## config.mk

```make
export PLATFORM = sky130hd
export DESIGN_NAME = audio_sample_streamer_flat
export DESIGN_NICKNAME = d
export VERILOG_FILES = /design/src/rtl/audio_sample_streamer_pkg.sv /design/src/rtl/audio_sample_streamer_if.sv /design/src/rtl/audio_sample_streamer_fifo.sv /design/src/rtl/audio_sample_streamer.sv /design/src/flat_wrapper.sv
export SDC_FILE = /design/constraint.sdc
export NUM_CORES = 1
export LEC_CHECK = 0
export CORE_MARGIN = 2
export CORE_UTILIZATION = 30
export DETAILED_ROUTE_END_ITERATION = 12
export HOLD_SLACK_MARGIN = 0.08
export PLACE_DENSITY = 0.47
export SLEW_MARGIN = 20
export SYNTH_ARGS = -nofsm -noshare
export SYNTH_HDL_FRONTEND = slang
export SYNTH_SLANG_ARGS = --single-unit
```

## constraint.sdc

```tcl
create_clock -name Clock -period 7.29 [get_ports Clock]
set_input_delay 0.729 -clock Clock [delete_from_list [all_inputs] [get_ports Clock]]
set_output_delay 0.729 -clock Clock [all_outputs]
set_load 0.02 [all_outputs]
```

## src/rtl/audio_sample_streamer_pkg.sv

```systemverilog
// Shared types and constants for the audio sample streamer: envelope states,
// sample/channel widths and the full-scale gain helper.
package audio_stream_pkg;

  localparam int SAMPLE_W = 16;
  localparam int CHAN_W   = 32;

  typedef enum logic [1:0] {
    IDLE    = 2'd0,
    ATTACK  = 2'd1,
    SUSTAIN = 2'd2,
    RELEASE = 2'd3
  } env_state_e;

  // Unity gain for a gain register with gain_w fraction bits.
  function automatic int gain_full(input int gain_w);
    return 32'sd1 <<< gain_w;
  endfunction

endpackage

```

## src/rtl/audio_sample_streamer_if.sv

```systemverilog
// Sample-input handshake and codec-output bus of the streamer; the generator
// and controller side uses master, the streamer uses slave.
interface audio_sample_streamer_if;
  import audio_stream_pkg::*;

  logic [SAMPLE_W-1:0] In_Sample;
  logic                In_Valid;
  logic                In_Ready;
  logic                Audio_Out_Allowed;
  logic                Write_Audio_Out;
  logic [CHAN_W-1:0]   Left_Out;
  logic [CHAN_W-1:0]   Right_Out;

  modport master (
    output In_Sample, In_Valid, Audio_Out_Allowed,
    input  In_Ready, Write_Audio_Out, Left_Out, Right_Out
  );

  modport slave (
    input  In_Sample, In_Valid, Audio_Out_Allowed,
    output In_Ready, Write_Audio_Out, Left_Out, Right_Out
  );

endinterface

```

## src/rtl/audio_sample_streamer_fifo.sv

```systemverilog
// First-word-fall-through sample FIFO; flush empties it and overrides any
// push or pop issued in the same cycle.
module sample_fifo
  import audio_stream_pkg::*;
#(
  parameter int DEPTH = 8
) (
  input  logic                Clock,
  input  logic                Reset,
  input  logic                push,
  input  logic                pop,
  input  logic                flush,
  input  logic [SAMPLE_W-1:0] push_data,
  output logic [SAMPLE_W-1:0] pop_data,
  output logic                full,
  output logic                empty
);

  localparam int PTR_W = $clog2(DEPTH);
  localparam logic [PTR_W:0] COUNT_FULL = (PTR_W+1)'(DEPTH);

  logic [SAMPLE_W-1:0] mem_r [DEPTH];
  logic [PTR_W-1:0]    wr_ptr_r;
  logic [PTR_W-1:0]    rd_ptr_r;
  logic [PTR_W:0]      count_r;
  logic                do_push_s;
  logic                do_pop_s;

  // Status flags and qualified push/pop.
  always_comb begin
    full      = (count_r == COUNT_FULL);
    empty     = (count_r == '0);
    do_push_s = push & ~full;
    do_pop_s  = pop & ~empty;
    pop_data  = mem_r[rd_ptr_r];
  end

  // Sample storage.
  always_ff @(posedge Clock) begin
    if (do_push_s) begin
      mem_r[wr_ptr_r] <= push_data;
    end
  end

  // Pointers and occupancy; pointers wrap naturally since DEPTH is a power of two.
  always_ff @(posedge Clock or posedge Reset) begin
    if (Reset) begin
      wr_ptr_r <= '0;
      rd_ptr_r <= '0;
      count_r  <= '0;
    end else if (flush) begin
      wr_ptr_r <= '0;
      rd_ptr_r <= '0;
      count_r  <= '0;
    end else begin
      if (do_push_s) wr_ptr_r <= wr_ptr_r + PTR_W'(1);
      if (do_pop_s)  rd_ptr_r <= rd_ptr_r + PTR_W'(1);
      case ({do_push_s, do_pop_s})
        2'b10:   count_r <= count_r + (PTR_W+1)'(1);
        2'b01:   count_r <= count_r - (PTR_W+1)'(1);
        default: count_r <= count_r;
      endcase
    end
  end

endmodule

```

## src/rtl/audio_sample_streamer.sv

```systemverilog
// Buffers generator samples, applies a click-free attack/release envelope gated
// by Play, and feeds stereo words to the codec controller one write at a time.
module audio_sample_streamer
  import audio_stream_pkg::*;
#(
  parameter int DEPTH     = 8,
  parameter int GAIN_W    = 8,
  parameter int RAMP_STEP = 1
) (
  input  logic                    Clock,
  input  logic                    Reset,
  input  logic                    Play,
  audio_sample_streamer_if.slave  bus,
  output logic [15:0]             Underrun_Count,
  output logic                    Active
);

  localparam logic [GAIN_W:0]   GAIN_FULL = (GAIN_W+1)'(gain_full(GAIN_W));
  localparam logic [GAIN_W+1:0] FULL_X    = {1'b0, GAIN_FULL};
  localparam logic [GAIN_W+1:0] STEP_X    = (GAIN_W+2)'(RAMP_STEP);

  env_state_e                      state_r;
  env_state_e                      state_next_s;
  logic [GAIN_W:0]                 gain_r;
  logic [GAIN_W:0]                 gain_next_s;
  logic [GAIN_W:0]                 ramp_up_s;
  logic [GAIN_W:0]                 ramp_dn_s;
  logic [GAIN_W+1:0]               gain_ext_s;
  logic [GAIN_W+1:0]               up_sum_s;
  logic                            write_s;
  logic                            push_s;
  logic                            pop_s;
  logic                            flush_s;
  logic                            fifo_full_s;
  logic                            fifo_empty_s;
  logic [SAMPLE_W-1:0]             head_s;
  logic signed [SAMPLE_W+GAIN_W+1:0] product_s;
  logic [SAMPLE_W-1:0]             scaled_s;
  logic [SAMPLE_W-1:0]             out_word_r;
  logic [15:0]                     underrun_r;
  logic                            active_r;

  // Handshake strobes; both are forced low while reset is held.
  always_comb begin
    write_s             = bus.Audio_Out_Allowed & ~Reset;
    bus.Write_Audio_Out = write_s;
    bus.In_Ready        = ~fifo_full_s & ~Reset;
    push_s              = bus.In_Valid & bus.In_Ready;
    pop_s               = write_s & (state_r != IDLE) & ~fifo_empty_s;
  end

  sample_fifo #(
    .DEPTH (DEPTH)
  ) u_fifo (
    .Clock     (Clock),
    .Reset     (Reset),
    .push      (push_s),
    .pop       (pop_s),
    .flush     (flush_s),
    .push_data (bus.In_Sample),
    .pop_data  (head_s),
    .full      (fifo_full_s),
    .empty     (fifo_empty_s)
  );

  // Saturating ramp candidates, computed one bit wider so the step cannot wrap.
  always_comb begin
    gain_ext_s = {1'b0, gain_r};
    up_sum_s   = gain_ext_s + STEP_X;
    if (up_sum_s >= FULL_X) begin
      ramp_up_s = GAIN_FULL;
    end else begin
      ramp_up_s = (GAIN_W+1)'(up_sum_s);
    end
    if (gain_ext_s <= STEP_X) begin
      ramp_dn_s = '0;
    end else begin
      ramp_dn_s = (GAIN_W+1)'(gain_ext_s - STEP_X);
    end
  end

  // Signed sample times unsigned gain; taking the bits above the fraction is a floor shift.
  always_comb begin
    product_s = $signed(head_s) * $signed({1'b0, gain_r});
    scaled_s  = SAMPLE_W'(product_s >>> GAIN_W);
  end

  // Envelope next state; a Play change wins over the ramp step in the same cycle.
  always_comb begin
    state_next_s = state_r;
    gain_next_s  = gain_r;
    flush_s      = 1'b0;
    case (state_r)
      IDLE: begin
        gain_next_s = '0;
        if (Play) state_next_s = ATTACK;
        else      state_next_s = IDLE;
      end
      ATTACK: begin
        if (!Play) begin
          state_next_s = RELEASE;
        end else if (write_s) begin
          gain_next_s = ramp_up_s;
          if (ramp_up_s == GAIN_FULL) state_next_s = SUSTAIN;
          else                        state_next_s = ATTACK;
        end else begin
          state_next_s = ATTACK;
        end
      end
      SUSTAIN: begin
        gain_next_s = GAIN_FULL;
        if (!Play) state_next_s = RELEASE;
        else       state_next_s = SUSTAIN;
      end
      RELEASE: begin
        if (Play) begin
          state_next_s = ATTACK;
        end else if (write_s) begin
          gain_next_s = ramp_dn_s;
          if (ramp_dn_s == '0) begin
            state_next_s = IDLE;
            flush_s      = 1'b1;
          end else begin
            state_next_s = RELEASE;
          end
        end else begin
          state_next_s = RELEASE;
        end
      end
      default: begin
        state_next_s = IDLE;
        gain_next_s  = '0;
      end
    endcase
  end

  // Envelope state, output word and starvation counter.
  always_ff @(posedge Clock or posedge Reset) begin
    if (Reset) begin
      state_r    <= IDLE;
      gain_r     <= '0;
      out_word_r <= '0;
      underrun_r <= '0;
      active_r   <= 1'b0;
    end else begin
      state_r  <= state_next_s;
      gain_r   <= gain_next_s;
      active_r <= (state_next_s != IDLE);
      if (write_s) begin
        if (state_r != IDLE && !fifo_empty_s) begin
          out_word_r <= scaled_s;
        end else begin
          out_word_r <= '0;
        end
        if (state_r != IDLE && fifo_empty_s && underrun_r != 16'hFFFF) begin
          underrun_r <= underrun_r + 16'd1;
        end
      end
    end
  end

  assign bus.Left_Out    = {out_word_r, 16'h0000};
  assign bus.Right_Out   = {out_word_r, 16'h0000};
  assign Underrun_Count  = underrun_r;
  assign Active          = active_r;

endmodule

```

## src/flat_wrapper.sv

```systemverilog
// flat-port wrapper written by rule: the top's interface ports become plain ports
module audio_sample_streamer_flat import audio_stream_pkg::*;
#(
  parameter int DEPTH     = 8,
  parameter int GAIN_W    = 8,
  parameter int RAMP_STEP = 1
)
  (Clock, Reset, Play, Underrun_Count, Active, bus_In_Sample, bus_In_Valid, bus_Audio_Out_Allowed, bus_In_Ready, bus_Write_Audio_Out, bus_Left_Out, bus_Right_Out);
  audio_sample_streamer_if bus_i ();
  input  logic Clock;
  input  logic Reset;
  input  logic Play;
  output logic [15:0] Underrun_Count;
  output logic Active;
  input wire logic [$bits(bus_i.In_Sample)-1:0] bus_In_Sample;
  input wire logic [$bits(bus_i.In_Valid)-1:0] bus_In_Valid;
  input wire logic [$bits(bus_i.Audio_Out_Allowed)-1:0] bus_Audio_Out_Allowed;
  output wire logic [$bits(bus_i.In_Ready)-1:0] bus_In_Ready;
  output wire logic [$bits(bus_i.Write_Audio_Out)-1:0] bus_Write_Audio_Out;
  output wire logic [$bits(bus_i.Left_Out)-1:0] bus_Left_Out;
  output wire logic [$bits(bus_i.Right_Out)-1:0] bus_Right_Out;
  assign bus_i.In_Sample = bus_In_Sample;
  assign bus_i.In_Valid = bus_In_Valid;
  assign bus_i.Audio_Out_Allowed = bus_Audio_Out_Allowed;
  assign bus_In_Ready = bus_i.In_Ready;
  assign bus_Write_Audio_Out = bus_i.Write_Audio_Out;
  assign bus_Left_Out = bus_i.Left_Out;
  assign bus_Right_Out = bus_i.Right_Out;
  audio_sample_streamer #(.DEPTH(DEPTH), .GAIN_W(GAIN_W), .RAMP_STEP(RAMP_STEP)) u_core (.Clock(Clock), .Reset(Reset), .Play(Play), .bus(bus_i), .Underrun_Count(Underrun_Count), .Active(Active));
endmodule
```

==> metrics.md, run 1 <==
| Metric | Value |
|---|---|
| Max Used Layer | met4 |
| Slew @ Worst Pin | ~0.97 ns |
| Drt pass-1 iters | 4 |
| IO Count | between 100 and 150 |
| Fraction of final layout cells sized beyond drive strength 1 | 10.4% |
| WL met1 | 13500 um |
| Worst-skew pair later-pin latency | approximately 0.45 ns |
| Tmin final | 6.63 ns |
| Simple-Gate Fraction of Synth Area | a little under an eighth |
| Diode count | 0 |
| GRT Total Usage | 14.5% |
| Final Max Slew Viols | 0 |
| DRC | 0 |
| Period utilisation layout | roughly nine tenths |
| Outcome | finished clean |
| Final setup viols | 0 |
| Critical Path RT | ~7.6 ns |
| Number of synthesized flops with an enable pin | about 130 |
| Grt total ovfl | 0 |
| Synth Area in XOR/XNOR | under 10% |
| IO Port Bufs | 71 |
| CP Max Fanout | 20 |
| Cts repair resizes | 0 |
| FP Rows | 75 |
| Vias per std cell | about 4.6 |
| Hold Fails Final Rpt | 0 |
| Warnings from Yosys | 0 |
| Sequential area share after synthesis | between 40% and 50% |
| Detailed Place HPWL | roughly 22000 um |
| GPL Wtd Cong | 0.768 |
| Via count | approximately 7900 |
| Relative max-transition margin | 35.0% |
| CTS root buffer | clkbuf_16 |
| Total CTS buffers | 17 |
| Post-synthesis mux area share | 7.60% |
| Antenna violations before repair | 0 |
| WS Path Type | reg2reg |
| Synthesized flop and latch total | 182 |
| Final setup TNS | 0 ns |
| RSZ-0062 raised after global routing | no |
| NumNets Final | between 1000 and 1500 |
| Clock sinks | between 150 and 200 |
| # H-tree levels | 4 |
| Synth Instances | 1081 |
| Met3 Routed Length | 902 um |
| DIE AREA | 0.0443 mm2 |
| Share of the synthesized area in the top cell type | about 30% |
| Critical Path Start Type | flop |
| Clk_skew | 0.0137 ns |
| Fmax | roughly 150 MHz |
| Post-synth ARST share | 29.7% |
| Worst Path Arrival | slightly below 7 ns |
| Die width | between 200 and 250 um |
| Final WS setup | ~0.66 ns |
| Final Cell Area | ~0.015 mm2 |
| Chip height | 210 um |
| Antenna-violating nets left | 0 |
| Area Growth Syn to Fin | 14.4% |
| 1st-iter DRT viols | about 400 |
| Post-synth cell types | between 60 and 70 |
| Largest family of logic cells by synthesized area | adder cells |
| Dpl ws | between 0.6 and 0.7 ns |
| Vias in the first global route | approximately 8500 |
| Initial core utilization | between 30 and 40% |
| Post-synthesis adder-cell area fraction | 23.8% |
| Cts hold-fix bufs | 0 |
| Post-CTS Setup Inserts | 0 |
| DP Area | between 0.01 and 0.015 mm2 |
| Worst R2R Setup Slack | roughly 0.66 ns |
| Post-synthesis compound-gate area fraction | 4.72% |
| CORE AREA | 0.0420 mm2 |
| Syn Std Cell Area | 0.0128 mm2 |
| First-pass GRT wire length | slightly below 50000 um |
| Max Cap Viol | 0 |
| Clk slew on worst S/H paths | ~0.08 ns |
| Wire length per cell | between 15 and 20 um |
| Overall routed net length | roughly 30000 um |
| HP Class | reg2reg |
| Largest area contributor in the netlist | edfxtp_1 |
| Avg Cell Area, Syn | roughly 12 um2 |
| Synth area leaders | edfxtp_1 (30%), fa_1 (18%), dfrtp_1 (11%) |
| Count leader, synth | inv_1 |
| TritonCTS clock tree | yes |
| Largest net degree at the start of global routing | 45 |
| Crit. End Element | flop |
| Synth Flop Type | edfxtp_1 |
| Clock Tree Buf Depth | 2 |
| WL met2 | between 10000 and 15000 um |
| List of most frequent post-synthesis cells | inv_1 (147), edfxtp_1 (128), fa_1 (115), nand2_1 (108), and2_1 (60) |
-- layout by cell type (no fill, tap or decap), types with 23 or more instances in the layout --
cell	synthesis	final
inv_1	147	146
edfxtp_1	128	128
fa_1	115	115
nand2_1	108	108
clkdlybuf4s50_1	0	71
and2_1	60	60
ha_1	59	59
dfrtp_1	54	53
nor2_1	40	40
mux4_2	32	32
conb_1	1	32
buf_4	48	28
xnor2_1	27	27
a21oi_1	23	23
-- worst max-delay path, stage by stage (launching register included) --
cell and delay, ns:
dfrtp_2 0.59, buf_12 0.26, mux4_2 0.53, mux2_2 0.39, nand2_1 0.13, fa_1 0.43, inv_1 0.08, fa_1 0.46
fa_1 0.48, fa_1 0.54, inv_1 0.05, fa_1 0.52, inv_1 0.04, ha_1 0.37, nand4_1 0.19, or2_2 0.36
o21ai_2 0.32, a211oi_2 0.16, or3_1 0.36, a32o_1 0.25
-- area by class of cell --
cell class                 instances  area (um2)
fill                            4142       27400
multi-input combinational        697        6650
sequential                       182        5200
timing repair buffer             100         941
tap                              539         674
inverter                         148         556
clock buffer                      17         425
clock inverter                    15         190
-- sequential cells by signal, summed over array words and instances (netlist names) --
name and count:
u_core.state_r 2, u_core.Active 1, u_core.u_fifo.mem_r 128, u_core.Underrun_Count 16, u_core.u_fifo.rd_ptr_r 3, u_core.u_fifo.wr_ptr_r 3
u_core.gain_r 9, u_core.out_word_r 16, u_core.u_fifo.count_r 4
-- cell families (layout without fill, tap and decap cells) --
group           Yosys count  in the layout
buf+inv                 233            280
mux                      54             54
other cells               1             32
compound gates           91             91
xor+xnor                 44             44
simple gates            302            302
flops                   182            182
fa+ha+maj               174            174
-- metal layers --
layer / track usage (%) / up-vias
li1: - / 3657
met2: 25.1 / 119
met3: 1.98 / 24
met4: 3.89 / 0
met5: 0 / -
met1: 19.0 / 4081
-- per-stage QoR --
stage,cells,hold slack [ns],util [%]
after floorplan,1112,0.533,-
after global placement,1666,0.488,33.3
after detailed placement,1666,0.492,33.3
after CTS,1698,0.507,34.8
after global routing,1698,0.519,34.8
final,1698,0.497,34.8
-- path summary, 6_finish.rpt --
path / startpoint / endpoint / depth (start not counted)
setup / recovery: u_core.u_fifo.rd_ptr_r[0]$_DFFE_PP0P_ / u_core.out_word_r[14]$_DFFE_PP0P_ / 19
hold / removal: u_core.Underrun_Count[13]$_DFFE_PP0P_ / u_core.Underrun_Count[13]$_DFFE_PP0P_ / 1
setup reg to reg: u_core.u_fifo.rd_ptr_r[0]$_DFFE_PP0P_ / u_core.out_word_r[14]$_DFFE_PP0P_ / 19
hold reg to reg: u_core.Underrun_Count[13]$_DFFE_PP0P_ / u_core.Underrun_Count[13]$_DFFE_PP0P_ / 1
max in group asynchronous: Reset / u_core.out_word_r[1]$_DFFE_PP0P_ / 3
min in group asynchronous: Reset / u_core.u_fifo.count_r[1]$_DFFE_PP0P_ / 2
Power of run 1 is left out: the tool's default activity adds up to more than one toggle a clock period on the data nets, which glitch-free logic cannot reach.
==> run 2, diff against run 1 <==
Settings changed: CAP_MARGIN set to 20.
==> results of run 2 <==
The final DEF is identical to that of run 1; final timing and power are the same.
Power of run 2 is left out for the same reason.
